==> src/rtl/rv32m_pkg.sv <==
`default_nettype none
// ============================================================================
// Module   : rv32m_pkg
// Brief    : Shared constants, FUNCT3 codes and FSM encoding for the RV32M
//            multiply/divide sequencer.
// Revision : 1.0
// ============================================================================
package rv32m_pkg;

   localparam int XLEN  = 32;
   localparam int CNT_W = 5;

   localparam logic [2:0] F3_MUL    = 3'b000;
   localparam logic [2:0] F3_MULH   = 3'b001;
   localparam logic [2:0] F3_MULHSU = 3'b010;
   localparam logic [2:0] F3_MULHU  = 3'b011;
   localparam logic [2:0] F3_DIV    = 3'b100;
   localparam logic [2:0] F3_DIVU   = 3'b101;
   localparam logic [2:0] F3_REM    = 3'b110;
   localparam logic [2:0] F3_REMU   = 3'b111;

   typedef enum logic [1:0] {
      S_IDLE = 2'd0,
      S_CALC = 2'd1,
      S_FIX  = 2'd2,
      S_DONE = 2'd3
   } state_t;

   localparam logic [XLEN-1:0] DIV0_QUOT = 32'hFFFF_FFFF;

   function automatic logic [XLEN-1:0] cond_negate(input logic [XLEN-1:0] v, input logic neg);
      return neg ? (~v + 1'b1) : v;
   endfunction

endpackage
`default_nettype wire

==> src/rtl/rv32m_muldiv_sequencer_step.sv <==
`default_nettype none
// ============================================================================
// Module   : muldiv_iter_step
// Brief    : One combinational radix-2 iteration: shift-add multiply
//            (i_mode=0) or restoring divide step (i_mode=1) on {hi, lo}.
// Revision : 1.0
// ============================================================================
module muldiv_iter_step
   import rv32m_pkg::*;
#(
   parameter int XLEN = 32
) (
   input  logic            i_mode,
   input  logic [XLEN-1:0] i_hi,
   input  logic [XLEN-1:0] i_lo,
   input  logic [XLEN-1:0] i_opnd,
   output logic [XLEN-1:0] o_hi,
   output logic [XLEN-1:0] o_lo
);

   logic [XLEN:0]   w_sum;
   logic [XLEN:0]   w_shift;
   logic            w_ge;
   logic [XLEN-1:0] w_diff;

   always_comb begin
      w_sum   = {1'b0, i_hi} + (i_lo[0] ? {1'b0, i_opnd} : '0);
      w_shift = {i_hi, i_lo[XLEN-1]};
      w_ge    = (w_shift >= {1'b0, i_opnd});
      // When the trial subtraction succeeds the difference is below the divisor, so XLEN bits suffice
      w_diff  = w_shift[XLEN-1:0] - i_opnd;
      o_hi    = w_sum[XLEN:1];
      o_lo    = {w_sum[0], i_lo[XLEN-1:1]};
      if (i_mode) begin
         o_hi = w_ge ? w_diff : w_shift[XLEN-1:0];
         o_lo = {i_lo[XLEN-2:0], w_ge};
      end
   end

endmodule
`default_nettype wire

==> src/rtl/rv32m_muldiv_sequencer.sv <==
`default_nettype none
// ============================================================================
// Module   : rv32m_muldiv_sequencer
// Brief    : Multi-cycle RV32M MUL/DIV/REM sequencer with pipeline stall,
//            one-cycle DONE strobe and divide-by-zero/overflow fast path.
// Revision : 1.0
// ============================================================================
module rv32m_muldiv_sequencer #(
   parameter int XLEN  = 32,
   parameter int CNT_W = 5
) (
   input  logic            CLK,
   input  logic            RESET,
   input  logic            START,
   input  logic [2:0]      FUNCT3,
   input  logic [XLEN-1:0] OPERAND1,
   input  logic [XLEN-1:0] OPERAND2,
   input  logic            FLUSH,
   output logic            STALL,
   output logic            BUSY,
   output logic            DONE,
   output logic [XLEN-1:0] RESULT
);
   import rv32m_pkg::*;

   state_t            r_state;
   state_t            w_state_nxt;
   logic [CNT_W-1:0]  r_cnt;
   logic [2:0]        r_f3;
   logic [XLEN-1:0]   r_hi;
   logic [XLEN-1:0]   r_lo;
   logic [XLEN-1:0]   r_opnd;
   logic [XLEN-1:0]   r_result;
   logic              r_neg;
   logic              r_busy;

   logic              w_start;
   logic              w_is_div;
   logic              w_is_rem;
   logic              w_sgn1;
   logic              w_sgn2;
   logic              w_neg;
   logic              w_div0;
   logic              w_ovf;
   logic              w_fast;
   logic [XLEN-1:0]   w_fast_res;
   logic [XLEN-1:0]   w_mag1;
   logic [XLEN-1:0]   w_mag2;
   logic [XLEN-1:0]   w_hi_nxt;
   logic [XLEN-1:0]   w_lo_nxt;
   logic [2*XLEN-1:0] w_prod_fix;
   logic [XLEN-1:0]   w_fix_res;

   // Start-time decode of the incoming request
   always_comb begin
      w_start    = START & ~FLUSH;
      w_is_div   = FUNCT3[2];
      w_is_rem   = FUNCT3[2] & FUNCT3[1];
      w_sgn1     = OPERAND1[XLEN-1] & (FUNCT3 != F3_MULHU) & (FUNCT3 != F3_DIVU) & (FUNCT3 != F3_REMU);
      w_sgn2     = OPERAND2[XLEN-1] & ((FUNCT3 == F3_MUL) | (FUNCT3 == F3_MULH) |
                                       (FUNCT3 == F3_DIV) | (FUNCT3 == F3_REM));
      w_neg      = w_is_rem ? w_sgn1 : (w_sgn1 ^ w_sgn2);
      w_mag1     = cond_negate(OPERAND1, w_sgn1);
      w_mag2     = cond_negate(OPERAND2, w_sgn2);
      w_div0     = w_is_div & (OPERAND2 == '0);
      w_ovf      = ((FUNCT3 == F3_DIV) | (FUNCT3 == F3_REM)) &
                   (OPERAND1 == {1'b1, {(XLEN-1){1'b0}}}) & (OPERAND2 == '1);
      w_fast     = w_div0 | w_ovf;
      if (w_div0)
         w_fast_res = w_is_rem ? OPERAND1 : DIV0_QUOT;
      else
         w_fast_res = w_is_rem ? '0 : OPERAND1;
   end

   muldiv_iter_step #(
      .XLEN (XLEN)
   ) u_step (
      .i_mode (r_f3[2]),
      .i_hi   (r_hi),
      .i_lo   (r_lo),
      .i_opnd (r_opnd),
      .o_hi   (w_hi_nxt),
      .o_lo   (w_lo_nxt)
   );

   // Sign correction and output selection for the FIX cycle
   always_comb begin
      w_prod_fix = r_neg ? (~{r_hi, r_lo} + 1'b1) : {r_hi, r_lo};
      case (r_f3)
         F3_MUL:            w_fix_res = w_prod_fix[XLEN-1:0];
         F3_MULH,
         F3_MULHSU,
         F3_MULHU:          w_fix_res = w_prod_fix[2*XLEN-1:XLEN];
         F3_DIV, F3_DIVU:   w_fix_res = cond_negate(r_lo, r_neg);
         default:           w_fix_res = cond_negate(r_hi, r_neg);
      endcase
   end

   always_ff @(posedge CLK) begin
      if (RESET) begin
         r_state <= S_IDLE;
         r_busy  <= 1'b0;
      end else begin
         r_state <= w_state_nxt;
         r_busy  <= (w_state_nxt == S_CALC) | (w_state_nxt == S_FIX);
      end
   end

   always_comb begin
      w_state_nxt = r_state;
      STALL       = 1'b0;
      DONE        = 1'b0;
      case (r_state)
         S_IDLE: begin
            STALL = w_start;
            if (w_start)
               w_state_nxt = w_fast ? S_DONE : S_CALC;
         end
         S_CALC: begin
            STALL = 1'b1;
            if (FLUSH)
               w_state_nxt = S_IDLE;
            else if (r_cnt == '1)
               w_state_nxt = S_FIX;
         end
         S_FIX: begin
            STALL       = 1'b1;
            w_state_nxt = FLUSH ? S_IDLE : S_DONE;
         end
         default: begin
            DONE        = 1'b1;
            w_state_nxt = S_IDLE;
         end
      endcase
   end

   always_ff @(posedge CLK) begin
      if (RESET) begin
         r_cnt    <= '0;
         r_f3     <= '0;
         r_hi     <= '0;
         r_lo     <= '0;
         r_opnd   <= '0;
         r_neg    <= 1'b0;
         r_result <= '0;
      end else begin
         case (r_state)
            S_IDLE: begin
               if (w_start) begin
                  r_f3  <= FUNCT3;
                  r_neg <= w_neg;
                  r_cnt <= '0;
                  r_hi  <= '0;
                  if (w_fast) begin
                     r_result <= w_fast_res;
                  end else begin
                     // Multiply iterates on the multiplier; divide shifts the dividend out of lo
                     r_lo   <= w_is_div ? w_mag1 : w_mag2;
                     r_opnd <= w_is_div ? w_mag2 : w_mag1;
                  end
               end
            end
            S_CALC: begin
               r_hi  <= w_hi_nxt;
               r_lo  <= w_lo_nxt;
               r_cnt <= r_cnt + 1'b1;
            end
            S_FIX: begin
               if (!FLUSH)
                  r_result <= w_fix_res;
            end
            default: ;
         endcase
      end
   end

   assign BUSY   = r_busy;
   assign RESULT = r_result;

endmodule
`default_nettype wire
==> config.mk <==
export PLATFORM = sky130hd
export DESIGN_NAME = rv32m_muldiv_sequencer
export DESIGN_NICKNAME = d
export VERILOG_FILES = /design/src/rtl/rv32m_pkg.sv /design/src/rtl/rv32m_muldiv_sequencer_step.sv /design/src/rtl/rv32m_muldiv_sequencer.sv
export SDC_FILE = /design/constraint.sdc
export NUM_CORES = 1
export LEC_CHECK = 0
export BUFFER_PORTS_ARGS = -buffer_cell sky130_fd_sc_hd__buf_2
export CORE_MARGIN = 3
export CORE_UTILIZATION = 35
export CTS_BUF_LIST = sky130_fd_sc_hd__clkbuf_4 sky130_fd_sc_hd__clkbuf_8
export CTS_CLUSTER_SIZE = 10
export DETAILED_ROUTE_END_ITERATION = 7
export MAX_ROUTING_LAYER = met4
export PLACE_DENSITY_LB_ADDON = 0.12
export SKIP_LAST_GASP = 1
export SLEW_MARGIN = 20
export SYNTH_ARGS = -nofsm -noshare
export SYNTH_HDL_FRONTEND = slang
export SYNTH_SLANG_ARGS = --single-unit
==> constraint.sdc <==
create_clock -name CLK -period 5.1 [get_ports CLK]
set_input_delay 0.255 -clock CLK [delete_from_list [all_inputs] [get_ports CLK]]
set_output_delay 0.255 -clock CLK [all_outputs]
set_load 0.05 [all_outputs]
==> results.sh, run 1 <==
export IMPL_drcViolationCount=0
export IMPL_period_share_pct=77.0
export IMPL_first_pass_iters=6
export IMPL_maxSlewViolCount=0
export IMPL_postPlaceCellArea_um2=15700
export IMPL_gp_congestion=0.987
export IMPL_critPathMaxStageDelay_ns=0.55
export IMPL_ys_flop_type="dfxtp_1"
export IMPL_peakVddDrop_uv=142
export IMPL_dr_first_iter_drc_count=1784
export IMPL_p_leak_uw=0.00632
export IMPL_die_w_um=212
export IMPL_fp_dieH_um=212
export IMPL_stdcell_area_um2=16200
export IMPL_fin_tns_setup_ns=0
export IMPL_numCtsBuffers=17
export IMPL_synth_warnings=0
export IMPL_cp_required_ns=5.57
export IMPL_dieArea_um2=44800
export IMPL_synth_nets=2237
export IMPL_cts_tree="built"
export IMPL_synth_area_top_cells="dfxtp_1, ha_1, a21oi_1, nand2_1, nor2_1"
export IMPL_rsz0062_at_grt="false"
export IMPL_wl_mm=65.3
export IMPL_area_growth_synth_to_final_pct=9.23
export IMPL_synth_avg_cell_area_um2=7.09
export IMPL_cts_sinks=140
export IMPL_hold_violations=0
export IMPL_fin_skew_ns=0.0218
export IMPL_crit_fanout=19
export IMPL_cp_end_kind="flop"
export IMPL_core_area_um2=41300
export IMPL_via_count=16325
export IMPL_ios=106
export IMPL_holdCritPathClass="input pin to flop"
export IMPL_fin_nets=2251
export IMPL_clock_root_buffer="clkbuf_8"
export IMPL_dp_hpwl_mm=50.6
export IMPL_htreeDepth=4
export IMPL_crit_top_cell="nor2_1"
export IMPL_timing_fmax_ghz=0.254
export IMPL_criticalPathCategory="flop to flop"
export IMPL_power_density_nw_per_um2=217
export IMPL_synth_seq_cells=140
export IMPL_synth_area_um2=14800
export IMPL_path_clk_slew_ns=0.10
export IMPL_synth_edf_count=0
export IMPL_drive_above_1_share_pct=10.6
export IMPL_critPathSlowestCell="inv_1"
export IMPL_tightest_slew_ns=1.05
export IMPL_crit_chain="inv_1 > nor2_1 > ha_1 > a211oi_1 > nand2_1 > nor2_1 > o41ai_1 > buf_4 > a41oi_1 > nor2_1 > o41ai_1 > o211ai_1 > a32o_1"
export IMPL_grt_pass1_vias=15343
export IMPL_netlist_area_leader_share_pct=18.9
export IMPL_period_minus_slack_ns=3.93
export IMPL_antenna_found_initial=0
export IMPL_synth_area_leader_cell="dfxtp_1"
export IMPL_synthDistinctLibCells=79
export IMPL_status="completed"
export IMPL_drv_cap=0
export IMPL_async_flop_share_pct=0
export IMPL_rows=74
export IMPL_synth_top_cells_by_count="nand2_1, nor2_1, a21oi_1"
export IMPL_post_drt_wl_per_cell_um=24.6
export IMPL_slew_limit_headroom_pct=29.7
export IMPL_final_cells=2652
export IMPL_viasPerCell=6.16
export IMPL_setup_viol=0
export IMPL_grtUsageTotal_pct=29.7
export IMPL_post_synth_top_count_cell="nand2_1"
export IMPL_total_power_uw=3510
export IMPL_dp_cells=2613
export IMPL_arrival_ns=4.40
export IMPL_ctsLongestPathBuffers=2
export IMPL_start_kind="flop"
export IMPL_grt_max_degree=79
export IMPL_clk_latency_ns=0.57
export IMPL_ant_nets=0
export IMPL_fin_hold_ws_ns=0.0694
export IMPL_start_util_pct=35.9
export IMPL_synthCells=2088
export IMPL_cts_resized=0
export IMPL_seq_area_frac_synth_pct=18.9
export IMPL_grt_pass1_wl_mm=97.6
export IMPL_portBuffers=105
export IMPL_overflow=0
-- cell families after synthesis --
| logic type | share of synthesized area [%] |
|---|---|
| compound gates | 30.0 |
| fa+ha+maj | 7.57 |
| flops | 18.9 |
| xor+xnor | 10.2 |
| mux | 5.25 |
| buf+inv | 6.01 |
| simple gates | 22.0 |
-- final timing paths --
| check | startpoint | end | slack (ns) | cells past startpoint |
|---|---|---|---|---|
| max | r_lo[0] | r_hi[31] | 1.17 | 13 |
| min | FLUSH | r_state[0] | 0.07 | 3 |
| max reg2reg | r_lo[0] | r_hi[31] | 1.17 | 13 |
| min reg2reg | RESULT[15] | RESULT[15] | 0.46 | 2 |
-- worst max-delay path, delay by kind of cell, from the launching register on --
kind | cells | cell delay [ns]
and+or+nand+nor | 4 | 0.52
AOI/OAI and AO/OA | 6 | 1.87
adders and majority gates | 1 | 0.38
buffers and inverters | 2 | 0.71
DFF | 1 | 0.36
-- metrics by stage --
| stage | utilization, % | worst slack, ns |
|---|---|---|
| after detailed placement | 38.1 | 1.18 |
| after CTS | 39.1 | 1.17 |
| after floorplan | - | 1.80 |
| after global placement | 38.1 | 1.23 |
| final | 39.2 | 1.17 |
| after global routing | 39.1 | 0.847 |
-- state kept, by name, summed over array words and instances, names as in the netlist --
name and cells:
RESULT 32, r_neg 1, r_cnt 5, r_f3 3, r_lo 32, r_hi 32, r_opnd 32, BUSY 1
r_state 2
-- where the power goes --
group	leakage [uW]	switching (uW)	total, uW	internal (uW)
Combinational	0.00497	816	1250	438
Clock	0.000208	579	1040	461
Sequential	0.00114	80.4	1220	1140
-- cells in the final DEF, fill, tap and decap left out, types with 10 or more instances in the layout --
master    count
nand2_1     220
nor2_1      214
a21oi_1     188
dfxtp_1     138
o21ai_0     136
buf_2       104
xnor2_1      88
xor2_1       85
ha_1         75
inv_1        69
mux2i_1      63
nor3_1       61
a211oi_1     54
buf_4        44
o211ai_1     42
o31ai_1      41
nand3_1      36
a21o_1       32
a31oi_1      31
nand4_1      23
or4_1        20
a22oi_1      20
or3_1        19
o21a_1       17
clkbuf_8     17
nand2b_1     16
o41ai_1      16
nor4_1       15
nor2b_1      14
and3_1       14
mux2_2       13
maj3_1       13
o221ai_1     12
and2_1       11
a311oi_1     10
-- area by class of cell --
cell class                 instances  area, um^2
multi-input combinational       1722       11100
inverter                          71         267
antenna                            5        12.5
clock buffer                      18         241
fill                            4407       25100
timing repair buffer             150         871
tap                              532         666
sequential                       140        2810
clock inverter                    14         178
-- what timing repair did --
item / in CTS / in global routing
endpoints found under the hold margin: 2 / 0
endpoints found under the setup margin: 0 / 0
hold buffers: 2 / 0
setup buffers: 0 / 0
-- metal layers --
metal / GRT usage [%] / vias up / wire, um
li1: - / 7674 / -
met1: 40.4 / 7727 / 29200
met2: 43.5 / 824 / 28100
met3: 6.99 / 100 / 6190
met4: 9.35 / 0 / 1780
met5: - / - / 0
Power figures use the tool's default switching activity.
==> run 2, diff against run 1 <==
ABC_AREA = 1   (was not set)
clock period = 4.1 ns   (was 5.1 ns; I/O delays follow)
==> run 2 against run 1 <==
The flow now finishes with violations (design-rule violations). Maximum frequency up 23%. Sequential power up 33%. Count of clock-buffer cells in the layout up 1. Global-route usage up 2.8 points. Highest routed layer unchanged.
==> results.sh, run 2 <==
export IMPL_status="complete, but fails checks"
export IMPL_violations="design-rule violations"
export IMPL_core_area_um2=51900
export IMPL_cts_sinks=140
export IMPL_criticalPathCategory="flop to flop"
export IMPL_die_w_um=236
export IMPL_peakVddDrop_uv=241
export IMPL_timing_fmax_ghz=0.314
export IMPL_first_pass_iters=8
export IMPL_start_util_pct=35.8
export IMPL_met1_usage_pct=41.1
export IMPL_nFillCells=6173
export IMPL_synth_area_um2=18600
export IMPL_via_count=23011
export IMPL_grt_pass1_wl_mm=134
export IMPL_start_kind="flop"
export IMPL_ys_flop_type="dfxtp_1"
export IMPL_dr_first_iter_drc_count=2555
export IMPL_ctsLongestPathBuffers=2
export IMPL_grtUsageTotal_pct=32.5
export IMPL_stdcell_area_um2=20000
export IMPL_dp_hpwl_mm=74.9
export IMPL_postCtsHoldBufs=0
export IMPL_dieArea_um2=55900
export IMPL_final_common_cell="nand2_1"
export IMPL_final_cell_mix="nand2_1, inv_1, nor2_1, nand3_1, a21oi_1"
export IMPL_portBuffers=105
export IMPL_synth_seq_cells=140
export IMPL_hold_violations=0
export IMPL_holdCritPathClass="input pin to flop"
export IMPL_fin_nets=3728
export IMPL_synth_top_cells_by_count="nand2_1, inv_1, nor2_1"
export IMPL_postPlaceCellArea_um2=19600
export IMPL_path_clk_slew_ns=0.11
export IMPL_synth_avg_cell_area_um2=5.23
export IMPL_wl_mm=91.6
export IMPL_post_synth_top_count_cell="nand2_1"
export IMPL_fin_hold_ws_ns=0.126
export IMPL_cts_resized=0
export IMPL_synthCells=3554
export IMPL_fp_dieH_um=236
export IMPL_drcViolationCount=2
export IMPL_setup_viol=0
export IMPL_arrival_ns=3.56
export IMPL_drive_above_1_share_pct=7.15
export IMPL_tightest_slew_ns=0.904
export IMPL_gp_congestion=1.03
export IMPL_rows=83
export IMPL_grt_use_met2_pct=51.6
export IMPL_async_flop_share_pct=0
export IMPL_synthDistinctLibCells=49
export IMPL_overflow=0
export IMPL_period_share_pct=77.8
export IMPL_synth_area_top_cells="nand2_1, dfxtp_1, inv_1, nand3_1, nor2_1"
export IMPL_antenna_found_initial=0
export IMPL_dp_cells=4240
export IMPL_area_growth_synth_to_final_pct=7.68
export IMPL_ant_nets=0
export IMPL_cp_end_kind="flop"
export IMPL_period_minus_slack_ns=3.19
export IMPL_fin_skew_ns=0.0340
export IMPL_n_antenna_cell=0
export IMPL_final_cells=4272
export IMPL_post_drt_wl_per_cell_um=21.4
export IMPL_grt_pass1_vias=21058
export IMPL_numCtsBuffers=17
export IMPL_grt_use_met3_pct=3.34
export IMPL_rsz0062_at_grt="false"
export IMPL_htreeDepth=4
export IMPL_synth_nets=3703
export IMPL_clock_root_buffer="clkbuf_8"
export IMPL_power_density_nw_per_um2=284
export IMPL_ios=106
export IMPL_slew_limit_headroom_pct=39.4
export IMPL_cp_required_ns=4.47
export IMPL_grt_max_degree=80
export IMPL_cts_setup_buffers=0
export IMPL_top_usage_layer="met2"
export IMPL_synth_warnings=0
export IMPL_crit_fanout=34
export IMPL_synth_edf_count=0
export IMPL_cts_tree="built"
export IMPL_fin_tns_setup_ns=0
export IMPL_p_leak_uw=0.0106
export IMPL_drv_cap=0
export IMPL_netlist_area_leader_share_pct=22.9
export IMPL_seq_area_frac_synth_pct=15.1
export IMPL_maxSlewViolCount=0
export IMPL_viasPerCell=5.39
export IMPL_synth_area_leader_cell="nand2_1"
export IMPL_clk_latency_ns=0.54
## run 2: layout make-up
| class | instances | area, um^2 | share of cell area [%] |
|---|---|---|---|
| clock buffer | 19 | 262 | 1.31 |
| inverter | 526 | 1980 | 9.89 |
| tap | 680 | 851 | 4.25 |
| multi-input combinational | 2762 | 13200 | 66.0 |
| clock inverter | 13 | 175 | 0.875 |
| sequential | 140 | 2810 | 14.0 |
| timing repair buffer | 132 | 728 | 3.64 |
## run 2: through the flow
| stage | setup WS [ns] | total power, uW | utilization (%) |
|---|---|---|---|
| 2_1_floorplan | 1.74 | 3410 | - |
| 3_3_place_gp | 1.10 | 4330 | 37.7 |
| 3_5_place_dp | 1.03 | 4320 | 37.7 |
| 4_1_cts | 0.981 | 5630 | 38.5 |
| 5_1_grt | 0.709 | 6000 | 38.5 |
| 6_report | 0.912 | 5690 | 38.5 |
## run 2: worst max-delay path, stage by stage, from the launching register on
cell,delay [ns]
dfxtp_1,0.76
ha_1,0.41
nand2_1,0.14
inv_1,0.05
nand2_1,0.06
nand2_1,0.09
nand2_1,0.07
nand2_1,0.08
nand2_1,0.08
nand2_1,0.12
nor2_8,0.22
nand2_8,0.19
nor2_4,0.41
nand2_2,0.13
nand3b_1,0.12
a21oi_1,0.06
## run 2: cells by family after synthesis
family / share of synthesized area [%]
and+or+nand+nor: 46.9
DFF: 15.1
xor gates and xnor gates: 3.21
buffers and inverters: 13.8
muxes: 0.0539
AOI/OAI and AO/OA: 15.6
adders and majority gates: 5.33
## run 2: report_power, final
part | internal, uW | switching (uW)
combinational | 738 | 2020
clock | 647 | 666
sequential | 1460 | 159
total | 2840 | 2840
## run 2: final timing paths
check | cells after the start | from | endpoint | slack, ns
worst min register to register | 2 | r_cnt[4] | r_cnt[4] | 0.48
worst min-delay path | 3 | FUNCT3[0] | r_f3[0] | 0.13
worst max register to register | 15 | r_hi[18] | r_hi[15] | 0.91
worst max-delay path | 15 | r_hi[18] | r_hi[15] | 0.91
## run 2: routing by layer
layer	vias to the layer above	wire length, um
met5	-	0
met2	1043	41400
li1	11332	-
met4	0	5370
met3	210	6390
met1	10426	38500
